## src/rtl/ts_port_arbiter_if.sv

```systemverilog
// Bundle of the event-write, scan-read and BRAM port signals around ts_port_arbiter.
// master = requesters + BRAM side, slave = the arbiter.
interface ts_port_arbiter_if #(
   parameter int ADDR_BITS  = 8,
   parameter int VALUE_BITS = 8
);
   logic                  ev_valid;
   logic [ADDR_BITS-1:0]  ev_addr;
   logic [VALUE_BITS-1:0] ev_value;
   logic                  ev_full;
   logic                  scan_re;
   logic [ADDR_BITS-1:0]  scan_addr;
   logic [VALUE_BITS-1:0] scan_rdata;
   logic                  mem_we;
   logic                  mem_re;
   logic [ADDR_BITS-1:0]  mem_addr;
   logic [VALUE_BITS-1:0] mem_wdata;
   logic [VALUE_BITS-1:0] mem_rdata;

   modport master (
      output ev_valid, ev_addr, ev_value, scan_re, scan_addr, mem_rdata,
      input  ev_full, scan_rdata, mem_we, mem_re, mem_addr, mem_wdata
   );

   modport slave (
      input  ev_valid, ev_addr, ev_value, scan_re, scan_addr, mem_rdata,
      output ev_full, scan_rdata, mem_we, mem_re, mem_addr, mem_wdata
   );
endinterface

```

## src/rtl/ts_port_arbiter.sv

```systemverilog
// Single-port time-surface BRAM arbiter: scan reads always win, event writes queue and drain on idle cycles.
// Optional statistics (level_hwm, stats_clr) enabled by defining TS_ARB_STATS_EN.
module ts_port_arbiter #(
   parameter int ADDR_BITS     = 8,
   parameter int VALUE_BITS    = 8,
   parameter int FIFO_DEPTH    = 8,
   parameter int DROP_CNT_BITS = 16
) (
   input  logic                          clk,
   input  logic                          rst,
   ts_port_arbiter_if.slave              bus,
   input  logic                          stats_clr,
   output logic [$clog2(FIFO_DEPTH):0]   fifo_level,
   output logic [DROP_CNT_BITS-1:0]      drop_count,
   output logic [$clog2(FIFO_DEPTH):0]   level_hwm
);
   localparam int PTR_BITS = $clog2(FIFO_DEPTH);
   localparam int LVL_BITS = PTR_BITS + 1;
   localparam logic [LVL_BITS-1:0] FULL_LVL = LVL_BITS'(FIFO_DEPTH);

   logic [ADDR_BITS-1:0]  addr_q  [FIFO_DEPTH];
   logic [VALUE_BITS-1:0] value_q [FIFO_DEPTH];
   logic [PTR_BITS-1:0]   wr_ptr, rd_ptr;
   logic [LVL_BITS-1:0]   level, level_next;
   logic                  full, pop, push, drop, bypass;

   // An event arriving on an idle port with an empty queue goes straight to
   // the BRAM; ordering is preserved because nothing older is waiting.
   always_comb begin
      full          = (level == FULL_LVL);
      pop           = !bus.scan_re && (level != '0);
      bypass        = !bus.scan_re && (level == '0) && bus.ev_valid;
      bus.ev_full   = full && !pop;
      drop          = bus.ev_valid && full && !pop;
      push          = bus.ev_valid && !(full && !pop) && !bypass;
      bus.scan_rdata = bus.mem_rdata;
      bus.mem_we    = 1'b0;
      bus.mem_re    = 1'b0;
      bus.mem_addr  = '0;
      bus.mem_wdata = '0;
      if (bus.scan_re) begin
         bus.mem_re   = 1'b1;
         bus.mem_addr = bus.scan_addr;
      end else if (pop) begin
         bus.mem_we    = 1'b1;
         bus.mem_addr  = addr_q[rd_ptr];
         bus.mem_wdata = value_q[rd_ptr];
      end else if (bypass) begin
         bus.mem_we    = 1'b1;
         bus.mem_addr  = bus.ev_addr;
         bus.mem_wdata = bus.ev_value;
      end
      level_next = level;
      if (push && !pop)      level_next = level + LVL_BITS'(1);
      else if (pop && !push) level_next = level - LVL_BITS'(1);
   end

   always_ff @(posedge clk) begin
      if (push) begin
         addr_q[wr_ptr]  <= bus.ev_addr;
         value_q[wr_ptr] <= bus.ev_value;
      end
   end

   always_ff @(posedge clk or posedge rst) begin
      if (rst) begin
         wr_ptr <= '0;
         rd_ptr <= '0;
         level  <= '0;
      end else begin
         if (push) wr_ptr <= wr_ptr + PTR_BITS'(1);
         if (pop)  rd_ptr <= rd_ptr + PTR_BITS'(1);
         level <= level_next;
      end
   end

   assign fifo_level = level;

   always_ff @(posedge clk or posedge rst) begin
      if (rst) begin
         drop_count <= '0;
`ifdef TS_ARB_STATS_EN
      end else if (stats_clr) begin
         drop_count <= '0;
`endif
      end else if (drop && (drop_count != '1)) begin
         drop_count <= drop_count + DROP_CNT_BITS'(1);
      end
   end

`ifdef TS_ARB_STATS_EN
   // Compared against level_next so the mark moves in step with fifo_level.
   always_ff @(posedge clk or posedge rst) begin
      if (rst)                     level_hwm <= '0;
      else if (stats_clr)          level_hwm <= '0;
      else if (level_next > level_hwm) level_hwm <= level_next;
   end
`else
   assign level_hwm = '0;
   wire unused_stats_clr = stats_clr;
`endif
endmodule
```

## src/flat_wrapper.sv

```systemverilog
// flat-port wrapper written by rule: the top's interface ports become plain ports
module ts_port_arbiter_flat 
#(
   parameter int ADDR_BITS     = 8,
   parameter int VALUE_BITS    = 8,
   parameter int FIFO_DEPTH    = 8,
   parameter int DROP_CNT_BITS = 16
)
  (clk, rst, stats_clr, fifo_level, drop_count, level_hwm, bus_ev_valid, bus_ev_addr, bus_ev_value, bus_scan_re, bus_scan_addr, bus_mem_rdata, bus_ev_full, bus_scan_rdata, bus_mem_we, bus_mem_re, bus_mem_addr, bus_mem_wdata);
  ts_port_arbiter_if #(.ADDR_BITS(ADDR_BITS), .VALUE_BITS(VALUE_BITS)) bus_i ();
  input  logic clk;
  input  logic rst;
  input  logic stats_clr;
  output logic [$clog2(FIFO_DEPTH):0] fifo_level;
  output logic [DROP_CNT_BITS-1:0] drop_count;
  output logic [$clog2(FIFO_DEPTH):0] level_hwm;
  input wire logic [$bits(bus_i.ev_valid)-1:0] bus_ev_valid;
  input wire logic [$bits(bus_i.ev_addr)-1:0] bus_ev_addr;
  input wire logic [$bits(bus_i.ev_value)-1:0] bus_ev_value;
  input wire logic [$bits(bus_i.scan_re)-1:0] bus_scan_re;
  input wire logic [$bits(bus_i.scan_addr)-1:0] bus_scan_addr;
  input wire logic [$bits(bus_i.mem_rdata)-1:0] bus_mem_rdata;
  output wire logic [$bits(bus_i.ev_full)-1:0] bus_ev_full;
  output wire logic [$bits(bus_i.scan_rdata)-1:0] bus_scan_rdata;
  output wire logic [$bits(bus_i.mem_we)-1:0] bus_mem_we;
  output wire logic [$bits(bus_i.mem_re)-1:0] bus_mem_re;
  output wire logic [$bits(bus_i.mem_addr)-1:0] bus_mem_addr;
  output wire logic [$bits(bus_i.mem_wdata)-1:0] bus_mem_wdata;
  assign bus_i.ev_valid = bus_ev_valid;
  assign bus_i.ev_addr = bus_ev_addr;
  assign bus_i.ev_value = bus_ev_value;
  assign bus_i.scan_re = bus_scan_re;
  assign bus_i.scan_addr = bus_scan_addr;
  assign bus_i.mem_rdata = bus_mem_rdata;
  assign bus_ev_full = bus_i.ev_full;
  assign bus_scan_rdata = bus_i.scan_rdata;
  assign bus_mem_we = bus_i.mem_we;
  assign bus_mem_re = bus_i.mem_re;
  assign bus_mem_addr = bus_i.mem_addr;
  assign bus_mem_wdata = bus_i.mem_wdata;
  ts_port_arbiter #(.ADDR_BITS(ADDR_BITS), .VALUE_BITS(VALUE_BITS), .FIFO_DEPTH(FIFO_DEPTH), .DROP_CNT_BITS(DROP_CNT_BITS)) u_core (.clk(clk), .rst(rst), .bus(bus_i), .stats_clr(stats_clr), .fifo_level(fifo_level), .drop_count(drop_count), .level_hwm(level_hwm));
endmodule
```

## config.mk

```make
export PLATFORM = sky130hd
export DESIGN_NAME = ts_port_arbiter_flat
export DESIGN_NICKNAME = d
export VERILOG_FILES = /design/src/rtl/ts_port_arbiter_if.sv /design/src/rtl/ts_port_arbiter.sv /design/src/flat_wrapper.sv
export SDC_FILE = /design/constraint.sdc
export NUM_CORES = 1
export LEC_CHECK = 0
export BUFFER_PORTS_ARGS = -buffer_cell sky130_fd_sc_hd__buf_2
export CAP_MARGIN = 40
export CORE_AREA = 3 3 140 102
export CTS_BUF_LIST = sky130_fd_sc_hd__clkbuf_4 sky130_fd_sc_hd__clkbuf_8
export DETAILED_ROUTE_END_ITERATION = 10
export DIE_AREA = 0 0 143 105
export HOLD_SLACK_MARGIN = 0.12
export PLACE_DENSITY = 0.7
export SLEW_MARGIN = 20
export SYNTH_ARGS = -nofsm -noshare
export SYNTH_HDL_FRONTEND = slang
export SYNTH_SLANG_ARGS = --single-unit
```

## constraint.sdc

```tcl
create_clock -name clk -period 3.8 [get_ports clk]
set_clock_uncertainty 0.2 [all_clocks]
set_input_delay 0.76 -clock clk [delete_from_list [all_inputs] [get_ports clk]]
set_output_delay 0.76 -clock clk [all_outputs]
set_load 0.01 [all_outputs]
```

* After elaboration in Yosys (flattened, before gate mapping) *
Memory sizes are Yosys's and may differ from the RTL's.
Index checks and enable logic that the tools add are counted.

storage, ports and cells
  register bits after elaboration = 26
  bits in writable memories = 128
  bits of input ports = 37
  output and inout bits = 51
  word-level logic and storage cells = 46
  memories = 2

memories
  name            words  bits a word  rd ports  clocked after memory_dff  wr ports  line                   RTL
  u_core.addr_q   8      8            1         0                         1         ts_port_arbiter.sv:21  logic [ADDR_BITS-1:0] addr_q [FIFO_DEPTH];
  u_core.value_q  8      8            1         0                         1         ts_port_arbiter.sv:22  logic [VALUE_BITS-1:0] value_q [FIFO_DEPTH];

operators by class
  $add $sub $neg = 5
  eq/ne operators = 2
  muxes and demuxes = 14
  reductions and logical operators = 19

operators with widths
  cell                   count
  $mux 8                 6
  $add 16x1->16 const B  1
  $ne 16x16->1 const B   1
  $logic_and 1x1->1      11
  $mux 4                 2
  $add 3x1->3 const B    2
  $mux 1                 6
  $logic_not 1->1        5
  $add 4x1->4 const B    1
  $eq 4x4->1 const B     1
  $logic_not 4->1        1
  $reduce_bool 4->1      1
  $sub 4x1->4 const B    1
  $reduce_bool 2->1      1

* Longest topological paths before layout *
  depth in word-level cells = 11
  gate-level depth with buffers = 11
  mapped depth without buffers = 10

* Worst setup path after synthesis *
No wires, ideal clock.

  path type = flip-flop to flip-flop
  from = register u_core.level[0] (netlist: u_core.fifo_level[0])
  to = register u_core.level[3] (netlist: u_core.fifo_level[3])
  setup time = 0.080 ns
  arrival time = 2.817 ns
  required time = 3.520 ns
  path slack = 0.703 ns
  stages on the path, launching flop included = 12
  buffers on the path = 2
  clock period less this slack = 3.097 ns
  cells stage by stage = dfrtp_1 > or3_1 > buf_2 > o21bai_1 > clkbuf_1 > ha_1 > inv_1 > ha_1 > a21o_1 > a21oi_1 > mux2i_1 > xnor2_1

on the way
  word-level cells in the longest chain between the ends = 10
  elaborated cells between the ends (all ways) = 20
  those cells by class = add/sub: 2; eq/ne: 1; mux: 2; reduce/logical: 15

ends and longest elaborated chain
  element                         line                                          RTL
  start, declared                 ts_port_arbiter.sv:24                         logic [LVL_BITS-1:0] level, level_next;
  start signal, assigned          ts_port_arbiter.sv:73                         level <= level_next;
  $reduce_bool 4->1               ts_port_arbiter.sv:31                         pop = !bus.scan_re && (level != '0);
  $logic_and 1x1->1               ts_port_arbiter.sv:31
  $logic_not 1->1                 ts_port_arbiter.sv:35, ts_port_arbiter.sv:54
  $logic_and 1x1->1               ts_port_arbiter.sv:35                         push = bus.ev_valid && !(full && !pop) && !bypass;
  $logic_not 1->1                 ts_port_arbiter.sv:35
  $logic_and 1x1->1 (2 in a row)  ts_port_arbiter.sv:35
  $logic_not 1->1                 ts_port_arbiter.sv:55                         else if (pop && !push) level_next = level - LVL_BITS'(1);
  $logic_and 1x1->1               ts_port_arbiter.sv:55
  $reduce_bool 2->1 (no line)     -

Several ways; a longest one is shown, not always the timed one. The select of a mux whose other input is x is not followed.
A chain may end at the register's enable or synchronous reset.

* Final worst setup path *
  from = register u_core.rd_ptr[0]
  to = output bus_mem_addr[7]

on the way
  word-level cells in the longest chain between the ends = 3

ends and longest elaborated chain
  element                 line                   RTL
  start, declared         ts_port_arbiter.sv:23  logic [PTR_BITS-1:0] wr_ptr, rd_ptr;
  start signal, assigned  ts_port_arbiter.sv:72  if (pop) rd_ptr <= rd_ptr + PTR_BITS'(1);
  $mem_v2 8x8             -
  $mux 8                  ts_port_arbiter.sv:44  end else if (pop) begin
  $mux 8                  ts_port_arbiter.sv:41  if (bus.scan_re) begin
  end, declared           flat_wrapper.sv:27     output wire logic [$bits(bus_i.mem_addr)-1:0] bus_mem_addr;

No other way between the ends.

==> results by group <==
Run status
  • Status: completed

Clocking
  • Clock transition at path regs: 80 ps
  • H-tree levels: 4
  • CTS Hold Buffers Added: 0
  • Clock sinks: 154
  • CTS Buf Count: 17
  • Post-CTS Setup Inserts: 0
  • Max clock buf depth: 2
  • CTS root buffer: clkbuf_8
  • Post-CTS resize count: 0
  • TritonCTS clock tree: yes
  • Worst-Skew Late Latency: 430 ps

Cells and area
  • Fill cells: 989
  • Layout cells sized above 1: 34.5%
  • Layout Utilization: 57.0%
  • Area Overhead vs Synth: 14.9%
  • Ant diodes: 0
  • Nets: 498

Power
  • Comb pwr share: 29.9%
  • Power Density: 667 mW/mm^2
  • Leak pwr: 2.78 nW
  • Clk network pwr share: 23.7%
  • Sequential power share: 46.4%
  • Psw: 1.56 mW
  • Peak supply drop: 308 uV
  • Switch share: 31.5%
  • Internal power: 3.39 mW

Setup path
  • Worst setup EP type: output pin
  • Kind of start point of the critical path: register
  • Crit path buf inv count: 2
  • Critical-path cell list: buf_4, mux4_2, mux2i_1, o21ai_0, buf_2
  • Crit-path max FO: 14
  • R2r setup slk: 750 ps
  • Slowest stage cell, crit path: dfrtp_2
  • Critical Path Start: u_core.rd_ptr[0]$_DFFE_PP0N_
  • CP Class: reg2out
  • Critical R2R Launch: u_core.fifo_level[0]$_DFFE_PP0P_
  • Required time of the critical path: 2840 ps
  • Worst Path Arrival: 2390 ps
  • Max incr delay on CP: 690 ps
  • Cell family with most CP delay: multiplexers

Synthesis
  • Synth cell count leaders: edfxtp_1, mux4_2, dfrtp_1, nand2_1, o21ai_0
  • Post-synth EDFFs: 128
  • Distinct cell type count after synthesis: 38
  • Syn_area_per_cell: 17.1 um^2
  • Synthesis Warnings: 0
  • Post-synth ARST share: 16.9%
  • Mapped Area: 0.00646 mm^2
  • Synth Flop Type: edfxtp_1
  • Post-synth top area share: 59.5%
  • Synth Instances: 377
  • Post-synthesis sequential area ratio: 69.6%
  • Main area contributors after synthesis: edfxtp_1, mux4_2, dfrtp_1
  • Cell taking the most area after synthesis: edfxtp_1
  • Most frequent cell after synthesis: edfxtp_1
  • Seq cells post-synth: 154

Route
  • Wire per inst: 19.9 um
  • ANT nets after route: 0
  • Remaining DRCs: 0
  • Detail Route met3 WL: 1.04 mm
  • Pre-antenna DRT Iters: 5
  • DR vias: 3509
  • 1st-iter DRT viols: 330
  • M1 WL: 5.21 mm
  • Met2 WL: 6.18 mm
  • Via-per-instance ratio: 5.54
  • Max Used Layer: met4
  • Total Wirelength: 12.6 mm

Die
  • Initial Utilization: 49.7%
  • Rows: 35
  • Core Area: 0.0130 mm^2
  • Die area: 0.0150 mm^2
  • Io pins: 88
  • Die Y: 105 um
  • Die W: 143 um

STA
  • Max Slew Vio Count: 0
  • Setup TNS: 0 ps
  • Worst-margin pin slew: 718 ps
  • Final Hold Viols: 0
  • RSZ-0062 raised after global routing: false
  • Max Fclk: 298 MHz
  • Endpoints failing setup: 0
  • Tcrit/Tclk final: 88.2%
  • Worst rel slew slack: 51.8%
  • Tmin final: 3350 ps

Global routing
  • Initial antenna violation count: 0
  • Total GRT Usage: 17.9%
  • GRT Residual Overflow: 0
  • Vias in the first global route: 3619
  • Largest net degree at the start of global routing: 26
  • First-pass GRT wire length: 20.2 mm

Flow run
  • MaxCap Viol Count: 0

Placed design
  • GP Congestion: 0.785
  • Port bufs: 66
  • HPWL Detailed: 8.16 mm

Min path
  • HP Class: in2async
-- state kept, by name, indices dropped and copies added, names as in the netlist --
name	flops
u_core.fifo_level	4
u_core.rd_ptr	3
u_core.value_q	64
u_core.addr_q	64
u_core.wr_ptr	3
u_core.drop_count	16
-- path summary, 6_finish.rpt --
kind / endpoint / cells past startpoint
max in group asynchronous: u_core.rd_ptr[0]$_DFFE_PP0N_ / 3
worst max-delay path: bus_mem_addr[7] / 5
min in group clk: u_core.drop_count[8]$_DFFE_PP0P_ / 1
worst min register to register: u_core.drop_count[8]$_DFFE_PP0P_ / 1
worst min-delay path: u_core.drop_count[2]$_DFFE_PP0P_ / 2
worst max register to register: u_core.fifo_level[3]$_DFFE_PP0P_ / 10
-- routing by layer --
layer,track usage (%),vias to the layer above
met5,0,-
met4,4.82,0
met3,4.71,19
met2,28.3,125
met1,24.9,1758
li1,-,1607
-- power by group through the flow --
stage	Sequential (mW)	Combinational, mW	Clock (mW)
4_1_cts	2.30	1.51	1.21
5_1_grt	2.33	1.62	1.28
3_5_place_dp	2.34	1.51	0
3_3_place_gp	2.32	1.47	0
6_report	2.30	1.48	1.17
2_1_floorplan	2.24	1.09	0
-- cell usage in the layout (no fill, tap or decap), types with 14 or more instances in the layout --
master,netlist,final
mux4_2,32,32
nor2_1,14,14
clkbuf_8,0,17
o21ai_0,18,18
edfxtp_1,128,128
buf_2,5,66
dfrtp_1,26,25
buf_4,13,18
nand2_1,18,18
mux2i_1,17,17
-- area by class of cell --
type	count	area (um^2)	share of cell area (%)
Timing Repair Buffer	86	513	6.91
Clock buffer	18	241	3.25
Clock inverter	14	139	1.87
Inverter	4	15.0	0.202
Multi-Input combinational cell	191	1810	24.4
Tap cell	166	208	2.80
Sequential cell	154	4500	60.6
-- cells by family (layout without fill, tap and decap cells) --
kind of cell	after synthesis	in the layout	synth area share, %
and+or+nand+nor	77	77	6.03
adders and majority gates	7	7	1.47
muxes	53	53	14.5
xor gates and xnor gates	21	21	2.85
DFF	154	154	69.6
other	1	4	0.0581
buffers and inverters	35	122	2.89
AOI/OAI and AO/OA	29	29	2.63
-- per-stage QoR --
stage               instances  power (mW)  cell area (um^2)  hold slack [ps]  setup WS, ps
floorplan                 380        3.33              6470              289           703
global placement          600        3.78              7010              275           636
CTS                       633        5.02              7420              143           353
global route              633        5.23              7420              162           268
finish                    633        4.95              7420              146           448
detailed placement        601        3.84              7040              285           560
Power figures use the tool's default switching activity.
